[src/rtl/uart_rx.sv]
// 16x-oversampling UART receiver: start bit, DBIT data bits LSB first, stop bit.
// Samples the centre of each bit using the baud generator's s_tick strobe; reports each frame with a one-clk done pulse.
module uart_rx #(
    parameter int DBIT    = 8,
    parameter int SB_TICK = 16
) (
    input  logic            clk,
    input  logic            reset_n,
    input  logic            rx,
    input  logic            s_tick,
    output logic [DBIT-1:0] dout,
    output logic            rx_done_tick,
    output logic            frame_err
);

    typedef enum logic [1:0] {IDLE, START, DATA, STOP} state_t;

    localparam logic [4:0] MID_START = 5'd7;
    localparam logic [4:0] MID_BIT   = 5'd15;
    localparam logic [4:0] STOP_LAST = 5'(SB_TICK - 1);
    localparam logic [2:0] N_LAST    = 3'(DBIT - 1);

    state_t          state, state_next;
    logic [4:0]      s, s_next;
    logic [2:0]      n, n_next;
    logic [DBIT-1:0] b, b_next;
    logic [DBIT-1:0] dout_next;
    logic            frame_err_next;
    logic            done_next;
    logic            rx_meta, rx_s;

    // Synchroniser flops reset to 1 so that reset looks like an idle line.
    always_ff @(posedge clk or negedge reset_n) begin
        if (!reset_n) begin
            rx_meta <= 1'b1;
            rx_s    <= 1'b1;
        end else begin
            // NOTE: non-blocking so each flop samples the pre-edge value of the one before it.
            rx_meta <= rx;
            rx_s    <= rx_meta;
        end
    end

    always_ff @(posedge clk or negedge reset_n) begin
        if (!reset_n) begin
            state        <= IDLE;
            s            <= '0;
            n            <= '0;
            b            <= '0;
            dout         <= '0;
            frame_err    <= 1'b0;
            rx_done_tick <= 1'b0;
        end else begin
            state        <= state_next;
            s            <= s_next;
            n            <= n_next;
            b            <= b_next;
            dout         <= dout_next;
            frame_err    <= frame_err_next;
            rx_done_tick <= done_next;
        end
    end

    always_comb begin
        // NOTE: every output takes a hold/default value first so no path infers a latch.
        state_next     = state;
        s_next         = s;
        n_next         = n;
        b_next         = b;
        dout_next      = dout;
        frame_err_next = frame_err;
        done_next      = 1'b0;

        case (state)
            IDLE: begin
                if (!rx_s) begin
                    state_next = START;
                    s_next     = '0;
                end
            end
            START: begin
                if (s_tick) begin
                    if (s == MID_START) begin
                        // A start bit that is high again at its centre was a glitch.
                        if (!rx_s) begin
                            state_next = DATA;
                            s_next     = '0;
                            n_next     = '0;
                        end else begin
                            state_next = IDLE;
                        end
                    end else begin
                        s_next = s + 5'd1;
                    end
                end
            end
            DATA: begin
                if (s_tick) begin
                    if (s == MID_BIT) begin
                        s_next = '0;
                        b_next = {rx_s, b[DBIT-1:1]};
                        if (n == N_LAST) state_next = STOP;
                        else             n_next     = n + 3'd1;
                    end else begin
                        s_next = s + 5'd1;
                    end
                end
            end
            STOP: begin
                if (s_tick) begin
                    if (s == STOP_LAST) begin
                        state_next     = IDLE;
                        dout_next      = b;
                        frame_err_next = ~rx_s;
                        done_next      = 1'b1;
                    end else begin
                        s_next = s + 5'd1;
                    end
                end
            end
            default: state_next = IDLE;
        endcase
    end

endmodule

[config.mk]
export PLATFORM = sky130hd
export DESIGN_NAME = uart_rx
export DESIGN_NICKNAME = d
export VERILOG_FILES = /design/src/rtl/uart_rx.sv
export SDC_FILE = /design/constraint.sdc
export NUM_CORES = 1
export LEC_CHECK = 0
export BUFFER_PORTS_ARGS = -buffer_cell sky130_fd_sc_hd__buf_2
export CELL_PAD_IN_SITES_DETAIL_PLACEMENT = 1
export CELL_PAD_IN_SITES_GLOBAL_PLACEMENT = 2
export CORE_ASPECT_RATIO = 0.7
export CORE_MARGIN = 4
export CORE_UTILIZATION = 40
export CTS_CLUSTER_DIAMETER = 100
export CTS_CLUSTER_SIZE = 10
export DETAILED_ROUTE_END_ITERATION = 12
export GPL_ROUTABILITY_DRIVEN = 0
export PLACE_DENSITY = 0.74
export SLEW_MARGIN = 20
export SYNTH_ARGS = -nofsm -noshare
export SYNTH_HDL_FRONTEND = slang
export SYNTH_SLANG_ARGS = --single-unit
[constraint.sdc]
create_clock -name clk -period 1.85 [get_ports clk]
set_input_delay 0.185 -clock clk [delete_from_list [all_inputs] [get_ports clk]]
set_output_delay 0.185 -clock clk [all_outputs]
set_load 0.005 [all_outputs]
==> impl_results.md <==
* Met1 WL at 1330 um
* Vias post-DR at 899
* Gr ovfl total at 0
* DRC at 0
* Fillcell total at 348
* Synth Warn # at 0
* 1st-pass router iterations at 4
* Final count of hold timing violations at 0
* TritonCTS clock tree: built
* Die X at 78.2 um
* Sink Count at 30
* Pwr dens at 1170 nW/um^2
* Share of layout cells above drive strength 1 at 42.5%
* GR Util All Layers at 13.7%
* Crit path DAT at 1.90 ns
* Yosys reg bits at 30
* Critical R2R Launch: s[0]
* Vias in the first global route at 895
* Worst Hold Class: reg -> reg
* Critical path class: reg -> reg
* Top fanout value on the critical path at 9
* DRT iter0 DRCs at 10
* Minimum clock period at 1.74 ns
* Status: completed
* Pin count of the biggest net entering global routing at 31
* Drt wl/cell at 15.2 um
* Tcrit/Tclk final at 94.1%
* H-tree Lvls at 2
* Hold path start: rx_meta
* Die area at 4470 um^2
* Final Instance Area at 1670 um^2
* Die height at 57.2 um
* Highest routed layer: met4
* Number of library cell types mapped by synthesis at 33
* Worst VDD drop at 560 uV
* Hold depth at 0
* LEAKAGE at 0.820 nW
* Synth Area per Inst at 13.4 um^2
* Dpl ws at 0.0106 ns
* Layout Nets at 134
* RSZ-0062 raised after global routing: false
* Latest clock arrival within the worst-skew pair at 0.27 ns
* Vias per cell at 5.17
* Total core area at 3230 um^2
* Dpl hpwl at 1970 um
* Fin worst setup slack at 0.110 ns
* R2R Path End: b[7]
* ANT nets after route at 0
* CP endpoint kind: flip-flop
* Initial core utilization at 42.7%
* Setup_tns at 0 ns
* DR WL met3 at 154 um
* Layout area overhead at 20.7%
* Clock-pin slew on the worst setup and hold paths at 0.06 ns
* Root Driver: clkbuf_8
* First-pass GRT wire length at 4580 um
* WL final at 2640 um
* Worst Hold End: rx_s
* Reg2Reg Setup Slack at 0.11 ns
* Row count at 17
* ANT cells at 0
* IO Port Bufs at 13
* Post-DP Area at 1510 um^2
* Ports at 14
* Metal2 WL at 1150 um
* Slew HR at 56.5%
* Pins Over Slew Limit at 0
* FF-to-FF path depth at 5
* FMAX at 575 MHz
* WP data required at 2.01 ns
* Total CTS buffers at 5
* Clk_skew at 0.00292 ns
* Synthesized Nets at 111
* Synthesized area at 1380 um^2
* Worst-Margin Slew at 0.652 ns
* # Max-Cap Violations at 0
* Sequential area share after synthesis at 54.5%
* Antenna violations before repair at 0
* Setup violations, final at 0
* Longest Clk Path Bufs at 2
* CP Launch Type: flip-flop
* Syn Inst Count at 103
==> synthesized netlist by cell type <==
| library cell | number | share of area (%) |
|---|---|---|
| a21oi_1 | 1 | 0.36 |
| nand3_1 | 3 | 1.1 |
| nor2_4 | 1 | 0.82 |
| o32ai_4 | 1 | 2.0 |
| and3_1 | 3 | 1.4 |
| and2b_2 | 1 | 0.63 |
| o22ai_1 | 2 | 0.91 |
| mux2i_1 | 1 | 0.72 |
| o21ai_0 | 4 | 1.4 |
| and2_1 | 1 | 0.45 |
| nand3b_1 | 1 | 0.54 |
| a211o_1 | 1 | 0.63 |
| ha_1 | 4 | 3.6 |
| o211ai_1 | 1 | 0.54 |
| inv_1 | 2 | 0.54 |
| and4bb_1 | 1 | 0.91 |
| clkbuf_1 | 1 | 0.27 |
| a2bb2oi_1 | 1 | 0.63 |
| nand2_1 | 4 | 1.1 |
| and4b_1 | 1 | 0.72 |
| dfrtp_1 | 28 | 51 |
| nor2b_1 | 1 | 0.45 |
| mux2_2 | 21 | 17 |
| nand2b_1 | 2 | 0.91 |
| buf_2 | 1 | 0.36 |
| nor3b_1 | 2 | 1.1 |
| nor2_1 | 4 | 1.1 |
| o2bb2ai_1 | 2 | 1.3 |
| o31ai_1 | 1 | 0.54 |
| buf_4 | 1 | 0.54 |
| a22o_1 | 2 | 1.3 |
| nand4_4 | 1 | 1.5 |
| dfstp_2 | 2 | 3.8 |
==> area by class of cell <==
cell class	count	area, um^2	share of cell area [%]
clock buffers	5	68.8	4.13
clock inverters	3	40.0	2.40
flip-flops and latches	30	753	45.2
multi-input cells	68	619	37.2
well taps	47	58.8	3.53
repair buffers	19	119	7.13
inverters	2	7.51	0.450
==> worst max-delay path by stage <==
| stage | from | end | slack [ns] |
|---|---|---|---|
| 6_report | s[0] | b[7] | 0.11 |
| 5_1_grt | s[0] | dout[3] | 0.006 |
| 4_1_cts | s[0] | dout[6] | 0.01 |
| 3_5_place_dp | s[0] | dout[6] | 0.01 |
| 3_3_place_gp | s[0] | dout[6] | 0.09 |
| 2_1_floorplan | s[0] | n[0] | 0.16 |
==> cell families after synthesis <==
| kind of cell | count (synthesis) | share of synthesized area, % |
|---|---|---|
| flip-flops | 30 | 54.5 |
| AND/OR/NAND/NOR | 26 | 12.7 |
| multiplexers | 22 | 17.8 |
| AO/OA/AOI/OAI | 16 | 9.60 |
| buffers and inverters | 5 | 1.72 |
| adder cells (fa/ha/maj) | 4 | 3.62 |
==> per-stage QoR <==
stage	util (%)	cells	hold WS, ns	total power, mW
5_1_grt	51.5	174	0.362	2.08
4_1_cts	50.7	173	0.358	1.92
2_1_floorplan	-	103	-0.111	1.14
6_report	51.5	174	0.357	1.95
3_5_place_dp	46.7	163	0.253	1.28
3_3_place_gp	46.7	163	0.257	1.26
==> where the power goes <==
group / total (mW) / switching (mW) / internal, mW
combinational: 0.464 / 0.219 / 0.245
sequential: 0.856 / 0.124 / 0.733
clock: 0.628 / 0.232 / 0.396
==> critical path, cell delays in order, from the launching register on <==
cell and delay, ns:
dfrtp_1 0.41, ha_4 0.18, and2b_2 0.18, nand4_4 0.16, nor2_4 0.31, mux2_2 0.37
==> routing by layer <==
metal,vias up,GRT usage (%)
li1,425,-
met1,449,21.3
met2,23,17.4
met3,2,5.68
met4,0,2.99
met5,-,0
==> registers in the layout, indices dropped and copies added (netlist names), named ones only <==
signal / cells
b: 8
dout: 8
frame_err: 1
n: 3
rx_done_tick: 1
rx_meta: 1
rx_s: 1
s: 5
state: 1
==> placed cells by master, fill, tap and decap left out, drive strengths merged <==
cell type	n
clkinv	2
o32ai	1
inv	2
nor2b	1
o22ai	2
and3	3
nand2b	2
o21ai	4
clkbuf	5
mux2	21
and2b	1
a2bb2oi	1
o31ai	1
a211o	1
nand4	1
dfstp	2
nand3b	1
dlygate4sd3	2
nor3b	2
a22o	2
and4bb	1
bufinv	1
o211ai	1
nor2	5
dfrtp	28
buf	17
a21oi	1
ha	4
mux2i	1
nand3	3
nand2	4
and2	1
and4b	1
o2bb2ai	2
==> timing repair <==
item	CTS	global route
setup endpoints to repair	0	21
hold endpoints to repair	29	0
setup buffers	0	1
hold buffers	2	0
resized for setup	0	5
Power figures use the tool's default switching activity.
